==> src/rtl/emblem_seq_ctrl.sv <==
`default_nettype none
// ============================================================================
// Module      : emblem_seq_ctrl
// Description : Frame-synchronous reveal sequencer for an emblem overlay.
//               A start command runs WIPE (emblem rows revealed top-down,
//               WIPE_STEP rows per frame), HOLD (full emblem for HOLD_FRAMES
//               frames) and optionally BLINK (BLINK_COUNT off/on cycles of
//               BLINK_PERIOD frames per half), then returns to IDLE with a
//               one-cycle done pulse. Each pixel is composited against the
//               background and registered.
//
// Build option: define EMBLEM_SEQ_BLINK_EN to include the BLINK phase.
//               Without it, the last HOLD frame returns straight to IDLE and
//               phase never reads 3.
//
// Ports:
//   clk          pixel clock, all state on rising edge
//   rst          asynchronous active-high reset
//   x, y [9:0]   current pixel coordinate
//   active       visible-area flag
//   frame_tick   one-cycle pulse per frame (vertical blanking)
//   start, stop  one-cycle sequence commands (stop has priority)
//   emb_draw     emblem generator draw flag
//   emb_rgb[5:0] emblem colour
//   bg_rgb[5:0]  background colour
//   rgb_out[5:0] registered composited pixel (1 cycle latency)
//   busy         high whenever phase is not IDLE
//   done         one-cycle pulse on normal sequence completion
//   phase[1:0]   IDLE=0, WIPE=1, HOLD=2, BLINK=3
//
// Revision    : 1.0 - initial release
// ============================================================================
module emblem_seq_ctrl #(
    parameter int WIPE_STEP    = 4,
    parameter int HOLD_FRAMES  = 120,
    parameter int BLINK_PERIOD = 8,
    parameter int BLINK_COUNT  = 3
) (
    input  logic       clk,
    input  logic       rst,
    input  logic [9:0] x,
    input  logic [9:0] y,
    input  logic       active,
    input  logic       frame_tick,
    input  logic       start,
    input  logic       stop,
    input  logic       emb_draw,
    input  logic [5:0] emb_rgb,
    input  logic [5:0] bg_rgb,
    output logic [5:0] rgb_out,
    output logic       busy,
    output logic       done,
    output logic [1:0] phase
);

    typedef enum logic [1:0] {
        ST_IDLE  = 2'd0,
        ST_WIPE  = 2'd1,
        ST_HOLD  = 2'd2,
        ST_BLINK = 2'd3
    } state_t;

    // Emblem occupies rows 144..319, i.e. 176 rows.
    localparam logic [9:0] c_emb_top     = 10'd144;
    localparam logic [9:0] c_emb_bot     = 10'd320;
    localparam logic [8:0] c_reveal_max  = 9'd176;
    localparam logic [8:0] c_wipe_step   = 9'(WIPE_STEP);
    localparam logic [7:0] c_hold_last   = 8'(HOLD_FRAMES - 1);
    localparam logic [7:0] c_blink_last  = 8'(2 * BLINK_PERIOD * BLINK_COUNT - 1);
    localparam logic [7:0] c_blink_per   = 8'(BLINK_PERIOD);

    state_t     r_state;
    state_t     w_state_nxt;
    logic [7:0] r_reveal;
    logic [7:0] w_reveal_nxt;
    logic [7:0] r_frame_cnt;
    logic [7:0] w_frame_cnt_nxt;
    logic       r_done;
    logic       w_done_nxt;
    logic [8:0] w_reveal_sum;
    logic [9:0] w_y_rel;
    logic       w_in_band;
    logic       w_blink_on;
    logic       w_show;
    logic       w_unused_x;

    // The column is irrelevant: the wipe is purely row-based.
    assign w_unused_x = ^x;

    assign w_reveal_sum = {1'b0, r_reveal} + c_wipe_step;

    // ------------------------------------------------------------------
    // State register
    // ------------------------------------------------------------------
    always_ff @(posedge clk or posedge rst) begin
        if (rst) begin
            r_state     <= ST_IDLE;
            r_reveal    <= 8'd0;
            r_frame_cnt <= 8'd0;
            r_done      <= 1'b0;
        end else begin
            r_state     <= w_state_nxt;
            r_reveal    <= w_reveal_nxt;
            r_frame_cnt <= w_frame_cnt_nxt;
            r_done      <= w_done_nxt;
        end
    end

    // ------------------------------------------------------------------
    // Next-state logic. Counters only move on frame_tick, start or stop,
    // so the revealed region is constant within a frame.
    // ------------------------------------------------------------------
    always_comb begin
        w_state_nxt     = r_state;
        w_reveal_nxt    = r_reveal;
        w_frame_cnt_nxt = r_frame_cnt;
        w_done_nxt      = 1'b0;

        if (stop) begin
            w_state_nxt     = ST_IDLE;
            w_reveal_nxt    = 8'd0;
            w_frame_cnt_nxt = 8'd0;
        end else begin
            case (r_state)
                ST_IDLE: begin
                    // A tick in the same cycle as start does not advance the wipe.
                    if (start) begin
                        w_state_nxt     = ST_WIPE;
                        w_reveal_nxt    = 8'd0;
                        w_frame_cnt_nxt = 8'd0;
                    end
                end
                ST_WIPE: begin
                    if (frame_tick) begin
                        if (w_reveal_sum >= c_reveal_max) begin
                            w_reveal_nxt    = c_reveal_max[7:0];
                            w_state_nxt     = ST_HOLD;
                            w_frame_cnt_nxt = 8'd0;
                        end else begin
                            w_reveal_nxt    = w_reveal_sum[7:0];
                        end
                    end
                end
                ST_HOLD: begin
                    if (frame_tick) begin
                        if (r_frame_cnt == c_hold_last) begin
                            w_frame_cnt_nxt = 8'd0;
`ifdef EMBLEM_SEQ_BLINK_EN
                            w_state_nxt     = ST_BLINK;
`else
                            w_state_nxt     = ST_IDLE;
                            w_done_nxt      = 1'b1;
`endif
                        end else begin
                            w_frame_cnt_nxt = r_frame_cnt + 8'd1;
                        end
                    end
                end
                ST_BLINK: begin
                    // Only reachable when the blink phase is built in.
                    if (frame_tick) begin
                        if (r_frame_cnt == c_blink_last) begin
                            w_state_nxt     = ST_IDLE;
                            w_frame_cnt_nxt = 8'd0;
                            w_done_nxt      = 1'b1;
                        end else begin
                            w_frame_cnt_nxt = r_frame_cnt + 8'd1;
                        end
                    end
                end
                default: begin
                    w_state_nxt = ST_IDLE;
                end
            endcase
        end
    end

    // ------------------------------------------------------------------
    // Visibility of the emblem for the current pixel
    // ------------------------------------------------------------------
    assign w_y_rel    = y - c_emb_top;
    assign w_in_band  = (y >= c_emb_top) && (y < c_emb_bot);
    // Blink starts in the hidden half-cycle.
    assign w_blink_on = ((r_frame_cnt / c_blink_per) % 8'd2) == 8'd1;

    always_comb begin
        w_show = 1'b0;
        case (r_state)
            ST_IDLE:  w_show = 1'b0;
            ST_WIPE:  w_show = w_in_band && (w_y_rel < {2'b00, r_reveal});
            ST_HOLD:  w_show = 1'b1;
            ST_BLINK: w_show = w_blink_on;
            default:  w_show = 1'b0;
        endcase
    end

    // ------------------------------------------------------------------
    // Registered compositor
    // ------------------------------------------------------------------
    always_ff @(posedge clk or posedge rst) begin
        if (rst) begin
            rgb_out <= 6'd0;
        end else if (!active) begin
            rgb_out <= 6'd0;
        end else if (w_show && emb_draw) begin
            rgb_out <= emb_rgb;
        end else begin
            rgb_out <= bg_rgb;
        end
    end

    assign busy  = (r_state != ST_IDLE);
    assign done  = r_done;
    assign phase = r_state;

endmodule
`default_nettype wire

==> config.mk <==
export PLATFORM = sky130hd
export DESIGN_NAME = emblem_seq_ctrl
export DESIGN_NICKNAME = d
export VERILOG_FILES = /design/src/rtl/emblem_seq_ctrl.sv
export SDC_FILE = /design/constraint.sdc
export NUM_CORES = 1
export LEC_CHECK = 0
export CAP_MARGIN = 40
export CORE_MARGIN = 2
export CORE_UTILIZATION = 56
export CTS_CLUSTER_DIAMETER = 50
export DETAILED_ROUTE_END_ITERATION = 8
export DONT_BUFFER_PORTS = 1
export PLACE_DENSITY = 0.77
export SLEW_MARGIN = 20
export SYNTH_ARGS = -nofsm -noshare
export SYNTH_HDL_FRONTEND = slang
export SYNTH_SLANG_ARGS = --single-unit
==> constraint.sdc <==
create_clock -name clk -period 2.1 [get_ports clk]
set_input_delay 0.21 -clock clk [delete_from_list [all_inputs] [get_ports clk]]
set_output_delay 0.21 -clock clk [all_outputs]
set_load 0.02 [all_outputs]
==> flow_metrics.env <==
export IMPL_status="finished clean"
export IMPL_total_power_mw=0.7902
export IMPL_instances_no_fill=216
export IMPL_vdd_drop_max_uv=313.0
export IMPL_drtIter0Drc=80
export IMPL_cts_tree="built"
export IMPL_synth_area_um2=1603
export IMPL_syn_inst=176
export IMPL_cp_arrival_ns=2.22
export IMPL_period_needed_ns=2.010
export IMPL_rows=19
export IMPL_skew_ns=0.004439
export IMPL_setup_viol_count_final=0
export IMPL_synth_edf_count=0
export IMPL_layout_drive_gt1_share=0.1351
export IMPL_initial_utilization=0.5863
export IMPL_rsz0062_at_grt="no"
export IMPL_fin_crit_sh=0.9570
export IMPL_antenna_found_initial=0
export IMPL_cts_setup_buffers=0
export IMPL_die_w_um=57.50
export IMPL_dp_hpwl_um=2589
export IMPL_maxCapViolations=0
export IMPL_coreArea_um2=2734
export IMPL_path_cells="ha_2 -> o41ai_4 -> a21oi_2 -> or3_1 -> a32o_1"
export IMPL_cp_num_buf_inv=0
export IMPL_dp_cells=210
export IMPL_slowest_stage="dfrtp_1"
export IMPL_worstPathMaxFanout=9
export IMPL_routed_wirelength_um=3336
export IMPL_powerDensity_nw_per_um2=454.0
export IMPL_crit_path_max_incr_delay_ns=0.46
export IMPL_final_common_cell="dfrtp_1"
export IMPL_seq_area_frac_synth=0.3591
export IMPL_die_area_um2=3306
export IMPL_drc=0
export IMPL_cts_buffers_inserted=3
export IMPL_layout_common_cells="dfrtp_1, nand2_1, inv_1, nor2_1, o21ai_0"
export IMPL_r2r_setup_slack_ns=0.09
export IMPL_place_gp_congestion=0.9582
export IMPL_clock_path_buffers=2
export IMPL_cpLargestDelayFamily="compound AO/OA/AOI/OAI gates"
export IMPL_drt_pass1_iter_count=4
export IMPL_vias=1342
export IMPL_clk_latency_ns=0.31
export IMPL_setup_tns_ns=0
export IMPL_final_util=0.6366
export IMPL_final_max_slew_violation_count=0
export IMPL_overflow=0
export IMPL_path_class="flop to flop"
export IMPL_worst_pin_slew_ns=0.5593
export IMPL_hold_path_class="input port to flop"
export IMPL_fin_ws_ns=0.09029
export IMPL_ant_nets=0
export IMPL_num_fill_cells=222
export IMPL_die_h_um=57.50
export IMPL_hold_ws_ns=0.01425
export IMPL_hold_viol_final=0
export IMPL_track_usage=0.2145
export IMPL_cts_root_buf="clkbuf_4"
export IMPL_dpl_worst_slack_ns=0.04793
export IMPL_syn_to_final_growth_pct=8.587
export IMPL_postPlaceCellArea_um2=1690
export IMPL_synth_ff_latch_count=23
export IMPL_leakagePower_nw=0.8067
export IMPL_io_buffers=0
export IMPL_htree_levels=1
export IMPL_critPathRequiredTime_ns=2.31
export IMPL_async_flop_share=1.000
export IMPL_grt_pass1_vias=1284
export IMPL_viasPerCell=6.213
export IMPL_grt_start_max_net_pins=13
export IMPL_wl_per_cell_um=15.44
export IMPL_avgSynthCellArea_um2=9.107
export IMPL_n_antenna_cell=0
export IMPL_grt_pass1_wl_um=5464
export IMPL_clkSinkCount=23
export IMPL_fmax_ghz=0.4976
export IMPL_path_clk_slew_ns=0.12
export IMPL_synth_flop_cell="dfrtp_1"
export IMPL_cp_end_kind="flop"
export IMPL_ioPinCount=49
export IMPL_ys_types=49
export IMPL_start_kind="flop"
export IMPL_fin_area_um2=1740
export IMPL_nets=235
export IMPL_relSlewSlack=0.6271
export IMPL_synth_fp_nets=225
export IMPL_ys_warnings_count=0
kinds of logic after synthesis:
kind of cell | Yosys count | synth area share
adder cells (fa/ha/maj) | 10 | 0.07806
flip-flops | 23 | 0.3591
XOR/XNOR | 2 | 0.01093
multiplexers | 9 | 0.05621
AO/OA/AOI/OAI | 45 | 0.2241
AND/OR/NAND/NOR | 65 | 0.2155
buffers and inverters | 22 | 0.05620
synth_stat cells, types with 2 or more instances:
library cell | number | share of area
a211o_1 | 2 | 0.011
a211oi_1 | 2 | 0.0094
a21o_1 | 3 | 0.014
a21oi_1 | 6 | 0.019
a32o_1 | 2 | 0.012
buf_2 | 2 | 0.0062
clkbuf_1 | 2 | 0.0047
dfrtp_1 | 23 | 0.36
ha_1 | 10 | 0.078
inv_1 | 14 | 0.033
mux2i_1 | 9 | 0.056
nand2_1 | 21 | 0.049
nand2b_1 | 2 | 0.0078
nand3_1 | 7 | 0.022
nand4bb_1 | 2 | 0.014
nor2_1 | 11 | 0.026
nor3_1 | 7 | 0.022
nor4_1 | 3 | 0.012
o211ai_1 | 2 | 0.0094
o21ai_0 | 10 | 0.031
o21bai_1 | 3 | 0.014
o2bb2ai_1 | 2 | 0.011
o31ai_1 | 4 | 0.019
or3_1 | 2 | 0.0078
cell type report:
type / count / area (um^2) / area share
tap: 31 / 38.79 / 0.02229
clock buffer: 4 / 26.28 / 0.01510
inverter: 15 / 56.30 / 0.03235
multi-input combinational: 131 / 939.7 / 0.5399
sequential: 23 / 576.8 / 0.3314
timing repair buffer: 12 / 102.6 / 0.05895
path summary, 6_finish.rpt:
path | startpoint | endpoint | cells after the start
min | active | rgb_out[2] | 2
min in group asynchronous | rst | rgb_out[2] | 2
max | r_reveal[2] | r_frame_cnt[5] | 5
max in group asynchronous | rst | r_reveal[5] | 3
min reg2reg | r_frame_cnt[7] | r_frame_cnt[7] | 1
max reg2reg | r_reveal[2] | r_frame_cnt[5] | 5
power by group:
group          switching (mW)  leakage [nW]  internal (mW)
sequential             0.0173         0.311          0.452
combinational          0.0660         0.481         0.0547
clock                   0.126        0.0150         0.0742
registers in the layout (all words and copies together), names as in the netlist:
register	count
rgb_out	6
r_reveal	6
phase	2
done	1
r_frame_cnt	8
routing by layer:
metal  GRT usage  share of wire
met3     0.06122          0.084
met1      0.2682           0.43
met4     0.08638          0.013
met5           0              0
met2      0.3490           0.47
what timing repair did:
| item | CTS | global route |
|---|---|---|
| hold buffers | 2 | 0 |
| endpoints found under the hold margin | 12 | 0 |
| gates resized for setup | 0 | 2 |
| endpoints found under the setup margin | 0 | 9 |
Power figures use the tool's default switching activity.
